<file path="src/rtl/trap_pkg.sv">
// trap_pkg: shared definitions for the machine-mode trap sequencer.
//   - CSR addresses for the M-mode trap CSRs
//   - mcause values for ecall-from-M and machine timer interrupt
//   - mstatus bit positions (MIE, MPIE, MPP)
//   - sequencer FSM state encoding
package trap_pkg;

    localparam logic [11:0] CSR_MSTATUS = 12'h300;
    localparam logic [11:0] CSR_MIE     = 12'h304;
    localparam logic [11:0] CSR_MTVEC   = 12'h305;
    localparam logic [11:0] CSR_MEPC    = 12'h341;
    localparam logic [11:0] CSR_MCAUSE  = 12'h342;
    localparam logic [11:0] CSR_MIP     = 12'h344;

    localparam logic [63:0] CAUSE_ECALL_M_DEF = 64'd11;
    localparam logic [63:0] CAUSE_MTI_DEF     = 64'h8000_0000_0000_0007;

    localparam int MSTATUS_MIE    = 3;
    localparam int MSTATUS_MPIE   = 7;
    localparam int MSTATUS_MPP_LO = 11;
    localparam int MSTATUS_MPP_HI = 12;

    typedef enum logic [2:0] {
        IDLE      = 3'd0,
        W_MEPC    = 3'd1,
        W_MCAUSE  = 3'd2,
        W_MSTATUS = 3'd3,
        REDIRECT  = 3'd4,
        R_MSTATUS = 3'd5
    } state_e;

endpackage

</file>
<file path="src/rtl/trap_sequencer_mstatus_xform.sv">
// mstatus_xform: combinational mstatus rewrite for trap entry / mret.
//   i_mode   0 = trap entry : MPIE<=MIE, MIE<=0, MPP<=M
//            1 = mret       : MIE<=MPIE, MPIE<=1, MPP<=M
//   i_status mstatus value captured when the event was accepted
//   o_status rewritten mstatus to write back
module mstatus_xform
    import trap_pkg::*;
#(
    parameter int XLEN = 64
) (
    input  logic            i_mode,
    input  logic [XLEN-1:0] i_status,
    output logic [XLEN-1:0] o_status
);

    always_comb begin
        o_status = i_status;
        if (!i_mode) begin
            o_status[MSTATUS_MPIE] = i_status[MSTATUS_MIE];
            o_status[MSTATUS_MIE]  = 1'b0;
        end else begin
            o_status[MSTATUS_MIE]  = i_status[MSTATUS_MPIE];
            o_status[MSTATUS_MPIE] = 1'b1;
        end
        // Only M-mode exists in this core, so MPP is always M.
        o_status[MSTATUS_MPP_HI:MSTATUS_MPP_LO] = 2'b11;
    end

endmodule

</file>
<file path="src/rtl/trap_sequencer.sv">
// trap_sequencer: sequences M-mode trap entry (ecall, timer interrupt) and
// mret around the single-write-port CSR file, one CSR write per cycle,
// then redirects fetch through a valid/ready handshake and flushes.
// Ports:
//   clk, rst_n                 clock, async active-low reset
//   i_commit_valid/pc          instruction at the commit boundary and its PC
//   i_commit_ecall/mret        committing instruction class
//   i_mtip, i_mie_mtie         timer interrupt pending / enabled
//   i_mstatus, i_mtvec, i_mepc current CSR values
//   i_redirect_ready           fetch accepts redirect
//   o_stall, o_flush           pipeline hold / one-cycle flush
//   o_csr_wen/waddr/wdata      CSR write port
//   o_redirect_valid/pc        redirect request to fetch
//   o_busy                     sequence in progress
module trap_sequencer
    import trap_pkg::*;
#(
    parameter int              XLEN          = 64,
    parameter logic [XLEN-1:0] CAUSE_ECALL_M = CAUSE_ECALL_M_DEF,
    parameter logic [XLEN-1:0] CAUSE_MTI     = CAUSE_MTI_DEF
) (
    input  logic            clk,
    input  logic            rst_n,
    input  logic            i_commit_valid,
    input  logic [XLEN-1:0] i_commit_pc,
    input  logic            i_commit_ecall,
    input  logic            i_commit_mret,
    input  logic            i_mtip,
    input  logic [XLEN-1:0] i_mstatus,
    input  logic            i_mie_mtie,
    input  logic [XLEN-1:0] i_mtvec,
    input  logic [XLEN-1:0] i_mepc,
    input  logic            i_redirect_ready,
    output logic            o_stall,
    output logic            o_flush,
    output logic            o_csr_wen,
    output logic [11:0]     o_csr_waddr,
    output logic [XLEN-1:0] o_csr_wdata,
    output logic            o_redirect_valid,
    output logic [XLEN-1:0] o_redirect_pc,
    output logic            o_busy
);

    state_e          state_q, state_d;
    logic [XLEN-1:0] epc_q, cause_q, status_q, target_q;
    logic [XLEN-1:0] status_xf;
    logic            irq, can_accept, take_trap, take_mret, accept;

    // Events are only sampled in IDLE with a committing instruction. rst_n
    // gates acceptance so the combinational stall cannot leak out while the
    // block is held in reset.
    assign irq        = i_mstatus[MSTATUS_MIE] & i_mie_mtie & i_mtip;
    assign can_accept = rst_n & (state_q == IDLE) & i_commit_valid;
    // Interrupt beats ecall beats mret; ecall+mret together resolves to ecall.
    assign take_trap  = can_accept & (irq | i_commit_ecall);
    assign take_mret  = can_accept & ~irq & ~i_commit_ecall & i_commit_mret;
    assign accept     = take_trap | take_mret;

    mstatus_xform #(.XLEN(XLEN)) u_xform (
        .i_mode   (state_q == R_MSTATUS),
        .i_status (status_q),
        .o_status (status_xf)
    );

    // State register
    always_ff @(posedge clk or negedge rst_n) begin
        if (!rst_n) state_q <= IDLE;
        else        state_q <= state_d;
    end

    // Event capture: everything the sequence writes is frozen at accept, so
    // later changes on the CSR inputs cannot disturb a sequence in flight.
    always_ff @(posedge clk or negedge rst_n) begin
        if (!rst_n) begin
            epc_q    <= '0;
            cause_q  <= '0;
            status_q <= '0;
            target_q <= '0;
        end else if (accept) begin
            epc_q    <= i_commit_pc;
            status_q <= i_mstatus;
            cause_q  <= irq ? CAUSE_MTI : (i_commit_ecall ? CAUSE_ECALL_M : '0);
            // Direct mode only: drop the mtvec MODE field.
            target_q <= take_trap ? {i_mtvec[XLEN-1:2], 2'b00} : i_mepc;
        end
    end

    // Next state
    always_comb begin
        state_d = state_q;
        case (state_q)
            IDLE: begin
                if (take_trap)      state_d = W_MEPC;
                else if (take_mret) state_d = R_MSTATUS;
            end
            W_MEPC:    state_d = W_MCAUSE;
            W_MCAUSE:  state_d = W_MSTATUS;
            W_MSTATUS: state_d = REDIRECT;
            R_MSTATUS: state_d = REDIRECT;
            REDIRECT:  if (i_redirect_ready) state_d = IDLE;
            default:   state_d = IDLE;
        endcase
    end

    // Outputs
    always_comb begin
        o_busy           = (state_q != IDLE);
        o_stall          = o_busy | accept;
        o_flush          = 1'b0;
        o_csr_wen        = 1'b0;
        o_csr_waddr      = '0;
        o_csr_wdata      = '0;
        o_redirect_valid = 1'b0;
        o_redirect_pc    = '0;
        case (state_q)
            W_MEPC: begin
                o_csr_wen   = 1'b1;
                o_csr_waddr = CSR_MEPC;
                o_csr_wdata = epc_q;
            end
            W_MCAUSE: begin
                o_csr_wen   = 1'b1;
                o_csr_waddr = CSR_MCAUSE;
                o_csr_wdata = cause_q;
            end
            W_MSTATUS, R_MSTATUS: begin
                o_csr_wen   = 1'b1;
                o_csr_waddr = CSR_MSTATUS;
                o_csr_wdata = status_xf;
            end
            REDIRECT: begin
                o_redirect_valid = 1'b1;
                o_redirect_pc    = target_q;
                // Flush on the handshake so fetch and flush line up exactly.
                o_flush          = i_redirect_ready;
            end
            default: ;
        endcase
    end

endmodule

</file>
<file path="config.mk">
export PLATFORM = sky130hd
export DESIGN_NAME = trap_sequencer
export DESIGN_NICKNAME = d
export VERILOG_FILES = /design/src/rtl/trap_pkg.sv /design/src/rtl/trap_sequencer_mstatus_xform.sv /design/src/rtl/trap_sequencer.sv
export SDC_FILE = /design/constraint.sdc
export NUM_CORES = 1
export LEC_CHECK = 0
export BUFFER_PORTS_ARGS = -buffer_cell sky130_fd_sc_hd__buf_2
export CORE_AREA = 8 8 151 153
export CTS_BUF_LIST = sky130_fd_sc_hd__clkbuf_16
export DETAILED_ROUTE_END_ITERATION = 8
export DIE_AREA = 0 0 159 161
export PLACE_DENSITY = 0.8
export SKIP_CTS_REPAIR_TIMING = 1
export SYNTH_ARGS = -nofsm -noshare
export SYNTH_HDL_FRONTEND = slang
export SYNTH_HIERARCHICAL = 1
export SYNTH_SLANG_ARGS = --single-unit
export TNS_END_PERCENT = 20
</file>
<file path="constraint.sdc">
create_clock -name clk -period 4 [get_ports clk]
set_clock_uncertainty 0.05 [all_clocks]
set_input_delay 0.2 -clock clk [delete_from_list [all_inputs] [get_ports clk]]
set_output_delay 0.2 -clock clk [all_outputs]
set_load 0.05 [all_outputs]
</file>
== Word level (Yosys, flattened, before mapping) ==
Index checks and enable logic that the tools add are counted.
Word-level totals
  register bits: 259
  output and inout port bits: 145
  input port bits: 264
  logic and storage cells: 45
Operators by class
  equality and inequality tests: 7
  mux-type cells: 15
  bitwise gates (word level): 13
  reductions and logical operators: 5
Operators with widths (count)
  2-to-1 mux 64 bit: 3
  one-hot mux 64 bit (3 select lines): 1
  one-hot mux 10 bit (3 select lines): 1
  one-hot mux 3 bit (5 select lines): 1
  2-to-1 mux 3 bit: 3
  bitwise AND 1 bit: 8
  equality test 3 x 2 -> 1 bit, second input constant: 2
  equality test 3 bit, second input constant: 2
  2-to-1 mux 1 bit: 5
  2-to-1 mux 4 bit: 1
  OR reduction 4 bit: 1
  equality test 3 x 1 -> 1 bit, second input constant: 1
  logical NOT 3 bit: 1
  != test 3 bit, second input constant: 1
  OR 1 bit: 3
  nonzero test 3 bit: 1
  != test 2 bit, second input constant: 1
  NOT 1 bit: 2
  AND reduction 2 bit: 1
  OR reduction 2 bit: 1

== Depth between registers and ports, before layout ==
Gate-level depths: netlist (run 1).
  word-level depth: 9
  depth in mapped cells: 7
  mapped depth without buffers: 6

== Modules after synthesis ==
Netlist (run 1), hierarchy kept.
Modules (own cells, without submodules)
  trap_sequencer: area an instance 9321.4 um2, sequential area each 4954.8 um2, times used 1, cells each 711
  mstatus_xform: area an instance 483.0 um2, sequential area each 0.0 um2, times used 1, cells each 65

== Least setup slack after synthesis (run 1) ==
Ideal clock, no wire load.
  kind: register to output
  from: reg state_q[2]
  to: out o_csr_wdata[3]
  data required time: 3750 ps
  data arrival time: 2185 ps
  cell stages (with the launch flop): 8
  buffers on the path: 1
  slack: 1565 ps
  cell sequence: dfrtp_1 -> clkbuf_1 -> nand2_1 -> nor2_1 -> and2_2 -> mux2_2 -> a22oi_1 -> o2bb2ai_1
Between the ends
  word-level cells in the longest chain between the ends: 3
  elaborated cells on any way between the ends: 7
  those cells by class: 4 x eq/ne; 2 x mux; 1 x reduce/logical
RTL lines
  from (decl): RTL line trap_sequencer.sv:44  | state_e state_q, state_d;
  from (signal assigned): RTL line trap_sequencer.sv:68  | else state_q <= state_d;
  equality test 3 bit: RTL line trap_sequencer.sv:60  | .i_mode (state_q == R_MSTATUS),
  2-to-1 mux 1 bit: RTL line trap_sequencer_mstatus_xform.sv:18  | if (!i_mode) begin
  net status_xf[3]: RTL line trap_sequencer.sv:46  | logic [XLEN-1:0] status_xf;
  one-hot mux 64 bit (3 select lines): RTL line trap_sequencer.sv:115  | case (state_q)
  to (decl): RTL line trap_sequencer.sv:38  | output logic [XLEN-1:0] o_csr_wdata,
The timed path passes the listed nets, and every way through them passes these cells.

== Final worst setup path (run 1) ==
  from: reg state_q[1]
  to: out o_csr_wdata[50]
Between the ends
  word-level cells in the longest chain between the ends: 3
  elaborated cells on any way between the ends: 6
  those cells by class: 4 x eq/ne; 1 x mux; 1 x reduce/logical
RTL lines (RTL line)
  equality test 3 x 2 -> 1 bit or equality test 3 bit (tied branches): trap_sequencer.sv:115
  OR reduction 2 bit (no line)
  one-hot mux 64 bit (3 select lines) (*): trap_sequencer.sv:115
Mark *: on every way between the ends. The rest lies on a longest branch, timed or not.

==> impl_metrics.json, run 1 <==
{
  "cpPeakStageDelay_ns": 0.78,
  "grt_pass1_wl_um": 44190,
  "dp_hpwl_um": 21020,
  "grt_setup_unrepaired": "false",
  "placedCellCount": 1321,
  "max-cap-violations": 0,
  "cp_data_required_time_ns": 3.75,
  "fin_cells": 1482,
  "cp_slowest_cell": "dfrtp_1",
  "gp_congestion": 0.7989,
  "routed_via_density": 5.511,
  "synthToLayoutAreaGrowth_pct": 36.64,
  "cp-start-kind": "flip-flop",
  "fin_nets": 1457,
  "grt-ovfl-total": 0,
  "multi_input_area_um2": 4010,
  "regArea_um2": 4905,
  "cts.sinks": 196,
  "ios": 409,
  "die_h_um": 161,
  "htreeDepth": 4,
  "drt_iter0_markers": 577,
  "setup-tns-final_ns": 0,
  "remaining_drc_errors": 0,
  "timing_hold_violations_final": 0,
  "place_ws_ns": 1.330,
  "worstPathCellList": "xor2_1, and2_2, buf_4, a22o_1, buf_2",
  "finalCriticalPeriod_ns": 3.049,
  "setup_viol": 0,
  "antenna_found_initial": 2,
  "die_width_um": 159,
  "slew-limit-headroom_pct": 40.03,
  "cts_root_buf": "clkbuf_16",
  "crit_family": "buffers and inverters",
  "r2r_cells": 4,
  "leakage_nw": 6.344,
  "cts_made_buffers": 17,
  "period_share_pct": 76.22,
  "status": "finished clean",
  "drive_above_1_share_pct": 48.01,
  "worstMarginPinSlew_ns": 0.8995,
  "wl_um": 31830,
  "crit_buf_inv": 2,
  "dr.pass1.iters": 7,
  "p_per_area_nw_per_um2": 794.6,
  "final_cell_mix": "buf_2 (396), dfrtp_1 (196), dlygate4sd3_1 (128)",
  "netlist_area_um2": 9732,
  "die-area_um2": 25600,
  "grt_pass1_vias": 8031,
  "final_common_cell": "buf_2",
  "cp-end-kind": "output pin",
  "layout.filler_cells": 1517,
  "cts_buffer_depth": 2,
  "clk_pin_slew_ns": 0.08,
  "hp-class": "in -> reg",
  "placementRows": 53,
  "yosysWarnings": 6,
  "critPathMaxFanout": 59,
  "netlist_instances": 772,
  "hold_depth": 2,
  "port-buffer-count": 397,
  "initial_utilization_pct": 47.34,
  "placed_cell_area_um2": 11400,
  "wl_per_cell_um": 21.48,
  "grt_max_degree": 73,
  "vias": 8168,
  "max_freq_ghz": 0.3280,
  "post-route-cell-area_um2": 13300,
  "critical_path_class": "reg -> out",
  "worst_ep_arrival_time_ns": 2.80,
  "vdd_drop_max_uv": 443.0,
  "worst-path-stages": 5,
  "slew_viol_final": 0,
  "ant_nets": 0,
  "track_usage_pct": 21.26,
  "setup_slack_ns": 0.9513,
  "core_um2": 20560,
  "clock_latency_ns": 0.41,
  "avgSynthCellArea_um2": 12.61,
  "cts_tree": "built"
}
-- layer usage --
layer / track usage (%) / share of wire (%)
met3: 8.043 / 8.6
met5: 0 / 0
met4: 11.58 / 5.0
met2: 34.85 / 49
met1: 23.75 / 38
-- through the flow --
step	utilization, %	hold WS [ns]	total power [mW]
4_1_cts	58.44	-0.08430	10.41
3_5_place_dp	55.47	0.3706	8.649
2_1_floorplan	-	-0.1456	7.789
3_3_place_gp	55.47	0.3654	8.505
6_report	64.69	0.02330	10.57
5_1_grt	64.69	0.01503	11.05
-- path summary, 6_finish.rpt --
check,from,endpoint,slack [ns]
worst max-delay path,state_q[1],o_csr_wdata[50],0.95
worst min-delay path,i_mstatus[3],status_q[3],0.02
worst max register to register,state_q[1],epc_q[44],1.27
worst min register to register,target_q[0],target_q[0],0.44
max in group asynchronous,rst_n,status_q[34],2.00
min in group asynchronous,rst_n,status_q[18],0.51
-- cell type report --
| type | count | area share [%] |
|---|---|---|
| antenna | 1 | 0.01882 |
| clock buffer | 17 | 3.199 |
| clock inverter | 15 | 1.393 |
| inverter | 3 | 0.08468 |
| multi-input combinational | 435 | 30.16 |
| sequential | 196 | 36.88 |
| tap | 275 | 2.587 |
| timing repair buffer | 540 | 25.68 |
-- power by group --
part	internal, mW	switching [mW]
sequential	2.97	0.652
clock	0.900	0.840
combinational	1.89	3.31
-- worst register-to-register path, delay by kind of cell, from the launching register on --
kind | cells | cell delay (ns)
AOI/OAI and AO/OA | 1 | 0.66
DFF | 1 | 0.63
buffers and inverters | 1 | 0.42
muxes | 1 | 0.44
and+or+nand+nor | 1 | 0.43
-- flip-flops by register name, summed over array words and instances, names as in the netlist --
signal,count
epc_q,64
state_q,3
status_q,62
cause_q,3
target_q,64
(Power assumes the default switching activity.)
==> inputs of run 2 (changes only) <==
- CORE_AREA: 8 8 151 153 -> unset
- CORE_MARGIN: unset -> 8
- CORE_UTILIZATION: unset -> 49
- DIE_AREA: 0 0 159 161 -> unset
- PLACE_DENSITY: 0.8 -> 0.81
- clock period: 4 -> 2.93 ns (I/O delays scaled with it)
==> run 2 against run 1 <==
The flow now finishes with violations (negative hold slack). Count of clock-buffer cells in the layout stayed put. Utilization is 5.1 points higher. Clock power is 31% higher. Non-clock buffer count is 26 higher. Final cell count is 1.3% higher. Combinational power is 41% higher. Power is 38% higher. Sequential power is 36% higher. Sequential cell count stayed put. Global-route usage is 1.1 points higher. Highest routed layer unchanged.
==> impl_metrics.json, run 2 (synthesis results as in run 1) <==
{
  "place_ws_ns": 0.5084,
  "slew-limit-headroom_pct": 39.85,
  "critPathMaxFanout": 19,
  "cp-end-kind": "output pin",
  "worstReg2RegStart": "state_q[2]",
  "cts_tree": "built",
  "wl_um": 33620,
  "hold_depth": 3,
  "leakage_nw": 6.468,
  "remaining_drc_errors": 0,
  "cp-start-kind": "flip-flop",
  "min_from": "i_mtvec[11]",
  "finalCriticalPeriod_ns": 2.828,
  "vias": 8306,
  "ios": 409,
  "gp_congestion": 0.8782,
  "setup_slack_ns": 0.1018,
  "grt_max_degree": 150,
  "crit_start": "state_q[2]",
  "p_per_area_nw_per_um2": 1072,
  "cp_data_required_time_ns": 2.73,
  "routed_via_density": 5.534,
  "worst_ep_arrival_time_ns": 2.63,
  "cts_buffer_depth": 2,
  "drt_iter0_markers": 538,
  "timing.rr.end": "epc_q[41]",
  "post-route-cell-area_um2": 13590,
  "ant_nets": 0,
  "reg2reg_slack_ns": 0.42,
  "min_to": "target_q[11]",
  "hold_ws_ns": -0.02548,
  "port-buffer-count": 397,
  "grt_pass1_wl_um": 43110,
  "placementRows": 51,
  "violations": "negative hold slack",
  "grt-ovfl-total": 0,
  "fin_nets": 1483,
  "cts_root_buf": "clkbuf_16",
  "critical_path_class": "reg -> out",
  "period_share_pct": 96.52,
  "track_usage_pct": 22.39,
  "status": "finished with violations",
  "wl_per_cell_um": 22.40,
  "grt_pass1_vias": 7671,
  "final_cell_mix": "buf_2 (396), dfrtp_1 (196), dlygate4sd3_1 (148)",
  "antenna_found_initial": 5,
  "largestRegisters": "epc_q: 64 flops, target_q: 64 flops, status_q: 62 flops",
  "max-cap-violations": 0,
  "die-area_um2": 24630,
  "placed_cell_area_um2": 11520,
  "core_um2": 19460,
  "hp-class": "in -> reg",
  "dp_hpwl_um": 21240,
  "vdd_drop_max_uv": 563.9,
  "r2r_cells": 4,
  "die_width_um": 156.9,
  "timing_hold_violations_final": 9,
  "final_common_cell": "buf_2",
  "synthToLayoutAreaGrowth_pct": 39.60,
  "clk_pin_slew_ns": 0.08,
  "cts_made_buffers": 17,
  "worstMarginPinSlew_ns": 0.9022,
  "total_power_mw": 14.57,
  "max_freq_ghz": 0.3536,
  "fin_cells": 1501,
  "initial_utilization_pct": 50.00,
  "cts.sinks": 196,
  "dr.pass1.iters": 5,
  "htreeDepth": 4,
  "slew_viol_final": 0,
  "drive_above_1_share_pct": 47.44,
  "die_h_um": 156.9,
  "setup_viol": 0,
  "placedCellCount": 1317,
  "clock_latency_ns": 0.43
}
## run 2: metal layers
layer / GRT usage, % / vias to the layer above / wire [um]
li1: - / 3731 / -
met1: 26.91 / 4058 / 12480
met2: 36.86 / 431 / 16790
met3: 7.403 / 86 / 2942
met4: 8.284 / 0 / 1406
met5: 0 / - / 0
## run 2: critical path, cell delays in order (launching register included)
cell     delay (ns)
dfrtp_1        0.70
xor2_1         0.22
and2_2         0.57
buf_4          0.27
a22o_1         0.17
buf_2          0.27
## run 2: how the worst max path moves through the flow
| stage | to | slack, ns | cells after the start |
|---|---|---|---|
| floorplan | o_csr_wdata[3] | 0.55 | 7 |
| global placement | status_q[26] | 0.57 | 4 |
| detailed placement | epc_q[48] | 0.51 | 4 |
| CTS | o_csr_wdata[5] | 0.16 | 5 |
| global route | o_csr_wdata[4] | -0.04 | 5 |
| finish | o_csr_wdata[4] | 0.10 | 5 |
## run 2: final cells by class
type	instances	area, um2
diodes	5	12.51
clock buffers	17	425.4
clock inverters	14	142.6
fillers	1295	5877
inverters	3	11.26
multi-input cells	435	4010
flip-flops and latches	196	4905
well taps	265	331.6
repair buffers	566	3747
## run 2: metrics by stage
step	hold slack [ns]	util, %	TNS, ns
2_1_floorplan	-0.1991	-	0
3_3_place_gp	0.2812	59.21	0
3_5_place_dp	0.2869	59.21	0
4_1_cts	-0.1867	62.13	0
5_1_grt	0.0007555	69.79	-0.1502
6_report	-0.02548	69.80	0
## run 2: power by group
| part | internal (mW) | total (mW) | switching, mW |
|---|---|---|---|
| registers | 4.05 | 4.93 | 0.876 |
| clock network | 1.13 | 2.28 | 1.15 |
| logic | 2.70 | 7.36 | 4.66 |
==> inputs of run 3 (changes only) <==
- clock period: 2.93 -> 3.1 ns (I/O delays scaled with it)
==> run 3 against run 2 <==
The flow still finishes with violations (negative hold slack). Final area down 0.46%. Clock power down 4%. Non-clock buffer count down 3. Largest cell class unchanged.
==> impl_metrics.json, run 3 (synthesis results as in run 1) <==
{
  "status": "finished with violations",
  "violations": "negative hold slack",
  "max-cap-violations": 0,
  "regArea_um2": 4905,
  "p_sw_mw": 6.222,
  "wl_um": 32740,
  "grt_pass1_vias": 7814,
  "antenna_found_initial": 3,
  "die-area_um2": 24630,
  "remaining_drc_errors": 0,
  "layout.filler_cells": 1265,
  "period_share_pct": 94.71,
  "cp-start-kind": "flip-flop",
  "port-buffer-count": 397,
  "cp-end-kind": "output pin",
  "multi_input_area_um2": 4010,
  "fin_nets": 1480,
  "grt_max_degree": 67,
  "timing_hold_violations_final": 9,
  "grt-ovfl-total": 0,
  "die_width_um": 156.9,
  "worstPathCellList": "xor2_1, and2_2, buf_4, a22o_1, buf_2",
  "worst_ep_arrival_time_ns": 2.73,
  "seq_power_share_pct": 33.8,
  "final_common_cell": "buf_2",
  "core_um2": 19460,
  "cp_slowest_cell": "dfrtp_1",
  "final_cell_mix": "buf_2 (396), dfrtp_1 (196), dlygate4sd3_1 (139)",
  "ant_nets": 0,
  "critPathMaxFanout": 22,
  "gp_congestion": 0.8904,
  "p_comb_share_pct": 50.2,
  "cts_buffer_depth": 2,
  "wl_per_cell_um": 21.83,
  "swShare_pct": 45.32,
  "cts_tree": "built",
  "synthToLayoutAreaGrowth_pct": 38.96,
  "finalCriticalPeriod_ns": 2.936,
  "grt_setup_unrepaired": "false",
  "grt_pass1_wl_um": 43410,
  "p_per_area_nw_per_um2": 1015,
  "critical_path_class": "reg -> out",
  "initial_utilization_pct": 50.00,
  "worstMarginPinSlew_ns": 1.010,
  "cts_root_buf": "clkbuf_16",
  "clock_latency_ns": 0.43,
  "cp_data_required_time_ns": 2.89,
  "setup-tns-final_ns": 0,
  "routed_via_density": 5.490,
  "slew_viol_final": 0,
  "drt_iter0_markers": 557,
  "track_usage_pct": 22.66,
  "largestRegisters": "epc_q: 64 flops, target_q: 64 flops, status_q: 62 flops",
  "clk_pin_slew_ns": 0.08,
  "hp-class": "in -> reg",
  "htreeDepth": 4,
  "max_freq_ghz": 0.3406,
  "vias": 8235,
  "setup_viol": 0,
  "vdd_drop_max_uv": 549.1,
  "cts_made_buffers": 17,
  "drive_above_1_share_pct": 47.93,
  "slew-limit-headroom_pct": 32.66,
  "cts.sinks": 196,
  "r2r_cells": 4,
  "cpPeakStageDelay_ns": 0.76,
  "hold_ws_ns": -0.01480,
  "leakage_nw": 6.454,
  "internal_power_mw": 7.508,
  "dr.pass1.iters": 5,
  "placementRows": 51,
  "die_h_um": 156.9,
  "hold_depth": 3,
  "clock_power_share_pct": 16.0,
  "ios": 409,
  "dp_hpwl_um": 21710
}
==> run 3: cell types whose count changed in the layout (fill, tap and decap cells not counted) <==
cell,before,now
clkinv_8,3,0
bufinv_16,0,1
clkinv_1,0,2
diode_2,5,6
dlygate4sd3_1,148,139
clkinvlp_4,0,1
clkinv_2,2,1
buf_12,9,7
buf_4,12,20
inv_6,5,2
inv_8,2,4
clkinv_4,2,4
==> run 3: worst paths after layout <==
path | from | to | slack (ns)
max in group asynchronous | rst_n | target_q[27] | 1.46
min in group asynchronous | rst_n | epc_q[50] | 0.31
worst max-delay path | state_q[1] | o_csr_wdata[46] | 0.16
worst min register to register | epc_q[27] | epc_q[27] | 0.45
worst max register to register | state_q[2] | epc_q[40] | 0.68
worst min-delay path | i_mtvec[24] | target_q[24] | -0.01
==> run 3: cell type report <==
class	count	area share, %
timing repair buffer	563	27.19
tap	265	2.452
inverter	3	0.08327
multi-input combinational	435	29.65
clock inverter	15	1.092
sequential	196	36.27
antenna	6	0.1110
clock buffer	17	3.146
==> run 3: layer usage <==
metal	up-vias	track usage (%)	routed length (um)	share of wire, %
met3	102	6.937	2919	8.9
met5	-	0	0	0
met2	409	37.02	16330	50
met1	4016	26.20	11810	36
li1	3708	-	-	-
met4	0	12.68	1674	5.1
==> run 3: through the flow <==
step                total power, mW  util [%]  setup WS (ns)  instance area, um2  std cells
floorplan                     10.05         -         0.7100                9758        779
global placement              11.09     59.31         0.7543               11540       1323
detailed placement            11.28     59.31         0.6534               11540       1323
CTS                           13.51     62.26         0.1769               12120       1355
global route                  14.32     69.44        0.02905               13520       1497
finish                        13.73     69.48         0.1641               13520       1500
==> run 3: critical path: cells and delay by family, from the launching register on <==
kind / cells / cell delay, ns
AOI/OAI and AO/OA: 1 / 0.15
xor gates and xnor gates: 1 / 0.24
buffers and inverters: 2 / 0.55
DFF: 1 / 0.76
and+or+nand+nor: 1 / 0.58
==> run 3: power groups by stage <==
stage          Clock, mW  Combinational (mW)  Sequential, mW
6_report            2.19                6.90            4.64
2_1_floorplan          0                5.73            4.32
4_1_cts             2.23                6.71            4.56
3_5_place_dp           0                6.68            4.60
3_3_place_gp           0                6.57            4.52
5_1_grt             2.32                7.22            4.78
